<file path="src/rtl/vga_pattern_sequencer.sv">
// Test-pattern sequencer for the VGA colour-bar generator: manual/auto/freeze selection, frame-aligned switching.
// Optional feature macro: SCROLL_OFFSET_EN (adds the scroll_offset output and its counter).
module vga_pattern_sequencer #(
    parameter int NUM_PATTERNS       = 6,
    parameter int FRAMES_PER_PATTERN = 120,
    parameter int DEBOUNCE_CYCLES    = 65536
) (
    input  logic       clk,
    input  logic       rst,
    input  logic       frame_start,
    input  logic       btn_next,
    input  logic       auto_en,
    input  logic       freeze,
`ifdef SCROLL_OFFSET_EN
    output logic [9:0] scroll_offset,
`endif
    output logic [2:0] pattern_sel,
    output logic       pattern_changed,
    output logic [7:0] frame_cnt
);
    localparam int DBW = $clog2(DEBOUNCE_CYCLES);

    typedef enum logic [1:0] {
        ST_MANUAL = 2'd0,
        ST_AUTO   = 2'd1,
        ST_FROZEN = 2'd2
    } state_t;

    function automatic logic [2:0] next_pattern(input logic [2:0] cur);
        if (cur == 3'(NUM_PATTERNS - 1)) begin
            next_pattern = 3'd0;
        end else begin
            next_pattern = cur + 3'd1;
        end
    endfunction

    logic           sync1_r, sync2_r;
    logic [DBW-1:0] db_cnt_r, db_cnt_nxt_s;
    logic           db_level_r, db_level_nxt_s;
    logic           press_s;
    logic           pending_r, pending_nxt_s;
    state_t         state_r, state_s;
    logic [2:0]     pattern_sel_r, pattern_sel_nxt_s;
    logic           pattern_changed_r;
    logic [7:0]     frame_cnt_r, frame_cnt_nxt_s, cnt_eff_s;
    logic           advance_s;
`ifdef SCROLL_OFFSET_EN
    logic [9:0]     scroll_r, scroll_nxt_s;
`endif

    // Debounce: the accepted level flips only after a full run of stable synchronised samples.
    always_comb begin
        db_cnt_nxt_s   = '0;
        db_level_nxt_s = db_level_r;
        press_s        = 1'b0;
        if (sync2_r == db_level_r) begin
            db_cnt_nxt_s = '0;
        end else if (db_cnt_r == DBW'(DEBOUNCE_CYCLES - 1)) begin
            db_level_nxt_s = ~db_level_r;
            db_cnt_nxt_s   = '0;
            press_s        = sync2_r;
        end else begin
            db_cnt_nxt_s = db_cnt_r + DBW'(1);
        end
    end

    // Mode decode plus frame-aligned advance/count decisions.
    always_comb begin
        state_s           = ST_MANUAL;
        advance_s         = 1'b0;
        frame_cnt_nxt_s   = frame_cnt_r;
        // a fresh entry into AUTO (from any other mode) counts from zero
        cnt_eff_s         = (state_r == ST_AUTO) ? frame_cnt_r : 8'd0;
        if (freeze) begin
            state_s = ST_FROZEN;
        end else if (auto_en) begin
            state_s = ST_AUTO;
        end else begin
            state_s = ST_MANUAL;
        end
        case (state_s)
            ST_MANUAL: begin
                frame_cnt_nxt_s = 8'd0;
                if (frame_start && pending_r) begin
                    advance_s = 1'b1;
                end else begin
                    advance_s = 1'b0;
                end
            end
            ST_AUTO: begin
                frame_cnt_nxt_s = cnt_eff_s;
                if (frame_start) begin
                    if (pending_r || (cnt_eff_s == 8'(FRAMES_PER_PATTERN - 1))) begin
                        advance_s       = 1'b1;
                        frame_cnt_nxt_s = 8'd0;
                    end else begin
                        frame_cnt_nxt_s = cnt_eff_s + 8'd1;
                    end
                end else begin
                    frame_cnt_nxt_s = cnt_eff_s;
                end
            end
            ST_FROZEN: begin
                frame_cnt_nxt_s = frame_cnt_r;
            end
            default: begin
                frame_cnt_nxt_s = 8'd0;
            end
        endcase
        // a press completing during the consuming frame_start survives for the next frame
        pending_nxt_s     = (advance_s ? 1'b0 : pending_r) | press_s;
        pattern_sel_nxt_s = advance_s ? next_pattern(pattern_sel_r) : pattern_sel_r;
    end

`ifdef SCROLL_OFFSET_EN
    // Scroll offset: cleared by an advance, otherwise stepped once per non-frozen frame.
    always_comb begin
        scroll_nxt_s = scroll_r;
        if (advance_s) begin
            scroll_nxt_s = 10'd0;
        end else if (frame_start && (state_s != ST_FROZEN)) begin
            scroll_nxt_s = scroll_r + 10'd1;
        end else begin
            scroll_nxt_s = scroll_r;
        end
    end

    // Scroll offset register.
    always_ff @(posedge clk) begin
        if (rst) begin
            scroll_r <= 10'd0;
        end else begin
            scroll_r <= scroll_nxt_s;
        end
    end

    assign scroll_offset = scroll_r;
`endif

    // State registers for the button path, FSM and registered outputs.
    always_ff @(posedge clk) begin
        if (rst) begin
            sync1_r           <= 1'b0;
            sync2_r           <= 1'b0;
            db_cnt_r          <= '0;
            db_level_r        <= 1'b0;
            pending_r         <= 1'b0;
            state_r           <= ST_MANUAL;
            pattern_sel_r     <= 3'd0;
            pattern_changed_r <= 1'b0;
            frame_cnt_r       <= 8'd0;
        end else begin
            sync1_r           <= btn_next;
            sync2_r           <= sync1_r;
            db_cnt_r          <= db_cnt_nxt_s;
            db_level_r        <= db_level_nxt_s;
            pending_r         <= pending_nxt_s;
            state_r           <= state_s;
            pattern_sel_r     <= pattern_sel_nxt_s;
            pattern_changed_r <= advance_s;
            frame_cnt_r       <= frame_cnt_nxt_s;
        end
    end

    assign pattern_sel     = pattern_sel_r;
    assign pattern_changed = pattern_changed_r;
    assign frame_cnt       = frame_cnt_r;
endmodule

</file>
<file path="config.mk">
export PLATFORM = sky130hd
export DESIGN_NAME = vga_pattern_sequencer
export DESIGN_NICKNAME = d
export VERILOG_FILES = /design/src/rtl/vga_pattern_sequencer.sv
export SDC_FILE = /design/constraint.sdc
export NUM_CORES = 1
export LEC_CHECK = 0
export ABC_AREA = 1
export BUFFER_PORTS_ARGS = -buffer_cell sky130_fd_sc_hd__buf_2
export CORE_MARGIN = 5
export CORE_UTILIZATION = 54
export CTS_BUF_LIST = sky130_fd_sc_hd__clkbuf_4 sky130_fd_sc_hd__clkbuf_8
export DETAILED_ROUTE_END_ITERATION = 7
export PLACE_DENSITY = 0.78
export SYNTH_ARGS = -nofsm -noshare
export SYNTH_HDL_FRONTEND = slang
export SYNTH_SLANG_ARGS = --single-unit
</file>
<file path="constraint.sdc">
create_clock -name clk -period 1.6 [get_ports clk]
set_input_delay 0.32 -clock clk [delete_from_list [all_inputs] [get_ports clk]]
set_output_delay 0.32 -clock clk [all_outputs]
set_load 0.01 [all_outputs]
</file>
==> results.sh <==
export IMPL_status="complete, no violations"
export IMPL_finalSetupViolations=0
export IMPL_ys_types=28
export IMPL_hold_class="in -> reg"
export IMPL_vias_per_cell=4.98
export IMPL_clk_latency_ps=350
export IMPL_postRouteAntennaNets=0
export IMPL_wl_per_cell_um=11.1
export IMPL_num_rows=20
export IMPL_path_clk_slew_ps=120
export IMPL_portBuffers=17
export IMPL_synth_area_per_cell_um2=7.19
export IMPL_grt_pass1_wl_mm=5.74
export IMPL_cts_buffer_depth=2
export IMPL_grt_pass1_vias=1418
export IMPL_hold_viol=0
export IMPL_combPwrFrac_pct=3.6
export IMPL_drc=0
export IMPL_synth_area_leaders="dfxtp_1, nand2_1, inv_1"
export IMPL_crit_required_ps=1850
export IMPL_reg2reg_to="pattern_sel[2]"
export IMPL_first_pass_iters=5
export IMPL_track_usage_pct=17.3
export IMPL_cts_root_buffer="clkbuf_4"
export IMPL_synthXorXnorAreaFrac_pct=5.88
export IMPL_yosysWarningCount=0
export IMPL_worstHoldPathCells=3
export IMPL_synthAdderAreaFrac_pct=1.53
export IMPL_r2r_start="state_r[1]"
export IMPL_drive_gt1_share_pct=27.5
export IMPL_syn2layout_area_growth_pct=23.5
export IMPL_synth_seq_area_share_pct=41.5
export IMPL_initial_core_util_pct=55.0
export IMPL_synth_mux_area_share_pct=0
export IMPL_intPower_mw=1.36
export IMPL_place_gp_congestion=0.858
export IMPL_worst_slew_pin_slew_ps=273
export IMPL_synth_compound_area_share_pct=7.25
export IMPL_tritoncts="yes"
export IMPL_period_share_pct=95.5
export IMPL_fillCellCount=257
export IMPL_layout_cells_non_filler=298
export IMPL_numCtsBuffers=5
export IMPL_vias=1484
export IMPL_netlist_instances=228
export IMPL_critPathCapture="pattern_sel[2]"
export IMPL_core_area_um2=2980
export IMPL_synth_top_family_by_area="simple AND/OR/NAND/NOR gates"
export IMPL_dp_cells=288
export IMPL_clock_skew_ps=11.5
export IMPL_crit_path_end_kind="register"
export IMPL_rsz0062_at_grt="true"
export IMPL_antenna_found_initial=0
export IMPL_clock_power_share_pct=46.7
export IMPL_htreeDepth=2
export IMPL_rr_worst_depth=13
export IMPL_fmax_mhz=655
export IMPL_path_max_fanout=5
export IMPL_routed_wl_mm=3.32
export IMPL_cts_num_sinks=34
export IMPL_syn_num_nets=236
export IMPL_synth_top_area_share_pct=41.5
export IMPL_hold_slack_ps=167
export IMPL_fp_dieH_um=65.1
export IMPL_netlist_area_um2=1640
export IMPL_cap_viol_max_count=0
export IMPL_p_seq_share_pct=49.7
export IMPL_p_sw_mw=0.362
export IMPL_die_w_um=65.1
export IMPL_slew_viol_final=0
export IMPL_hpwl_mm=2.39
export IMPL_critPathLaunchType="register"
export IMPL_die_area_um2=4240
export IMPL_fin_crit_ps=1530
export IMPL_drt_iter0_markers=45
export IMPL_yosys_area_top_type="dfxtp_1"
export IMPL_cp_arrival_ps=1780
export IMPL_setup_worst_path_class="reg -> reg"
export IMPL_overflow=0
export IMPL_nets=272
export IMPL_num_antenna_cells=0
export IMPL_leakage_nw=0.885
export IMPL_final_common_cell="nand2_1"
export IMPL_crit_start="state_r[1]"
export IMPL_switching_share_pct=21.0
export IMPL_peakVddDrop_uv=544
export IMPL_final_cell_mix="nand2_1, nor2_1, dfxtp_1"
export IMPL_slew_headroom_pct=81.7
export IMPL_p_per_area_nw_per_um2=852
export IMPL_grt_max_degree=13
export IMPL_holdBufCountCts=0
export IMPL_synth_simple_area_share_pct=35.3
export IMPL_ys_seq_elements=34
export IMPL_ios=18
export IMPL_ff2ff_setup_slack_ps=70
## registers in the layout, indices dropped and copies added (netlist names)
| name | flops |
|---|---|
| state_r | 2 |
| pattern_changed | 1 |
| frame_cnt | 8 |
| pattern_sel | 3 |
| sync2_r | 1 |
| db_cnt_r | 16 |
| pending_r | 1 |
| sync1_r | 1 |
| db_level_r | 1 |
## area by class of cell
cell class / count / area, um2 / area share (%)
Inverter: 33 / 126 / 6.24
Tap cell: 33 / 41.3 / 2.04
Clock buffer: 5 / 37.5 / 1.85
Sequential cell: 34 / 688 / 34.0
Multi-Input combinational cell: 159 / 872 / 43.1
Timing Repair Buffer: 31 / 190 / 9.39
Clock inverter: 3 / 68.8 / 3.40
## routing by layer
metal  GRT usage (%)  wire length (um)  share of wire, %
met1            19.4              1530                46
met2            30.0              1610                48
met3            4.44               108               3.3
met4            9.07                77               2.3
met5               0                 0                 0
## cell usage after synthesis, drive strengths merged
master / count
nand2: 54
nor2: 36
dfxtp: 34
inv: 33
nand3: 19
xor2: 10
a21oi: 9
o21ai: 9
nand4: 7
nor3: 3
nor3b: 3
ha: 2
buf: 1
clkbuf: 1
nand3b: 1
o21a: 1
o22ai: 1
o31ai: 1
or2: 1
or3: 1
xnor2: 1
## critical path, stage by stage (launching register included)
cell     delay [ps]
dfxtp_2         340
inv_2            80
nand3_2          80
inv_2            80
ha_4            130
nand2_2          50
inv_2            60
nand2_2          50
nor2_2           90
nand4_1         110
nand2_2         150
nand2_4          80
nand2_2          70
a21oi_1          60
## repair_timing
action / in CTS / in global routing
buffers inserted: 0 / 2
setup endpoints to repair: 6 / 23
pin swaps: 3 / 7
gates resized for setup: 8 / 16
## worst min path at each step
stage / from / endpoint / slack, ps
global placement: sync1_r / sync2_r / 390
finish: btn_next / sync1_r / 170
floorplan: sync1_r / sync2_r / 390
detailed placement: sync1_r / sync2_r / 400
global route: btn_next / sync1_r / 180
CTS: btn_next / sync1_r / 170
## kinds of logic after synthesis
group | Yosys count
compound gates | 21
buf+inv | 35
xor+xnor | 11
simple gates | 125
flops | 34
fa+ha+maj | 2
## power by group through the flow
stage / Clock [mW] / Combinational (mW) / Sequential (mW)
after detailed placement: 0 / 0.0571 / 0.876
after CTS: 0.815 / 0.0590 / 0.857
final: 0.806 / 0.0614 / 0.858
after global placement: 0 / 0.0559 / 0.876
after global routing: 0.848 / 0.0677 / 0.859
after floorplan: 0 / 0.0293 / 0.878
## per-stage QoR
stage          setup TNS [ps]  power, mW  util, %  instance area, um2  setup WS [ps]
2_1_floorplan               0      0.907        -                1640           72.5
3_3_place_gp                0      0.932     61.8                1840           57.3
3_5_place_dp            -60.9      0.933     61.8                1840          -18.4
4_1_cts                     0       1.73     66.1                1970           1.95
5_1_grt                  -110       1.77     68.0                2020          -30.9
6_report                    0       1.73     68.0                2020           72.3
Power figures use the tool's default switching activity.
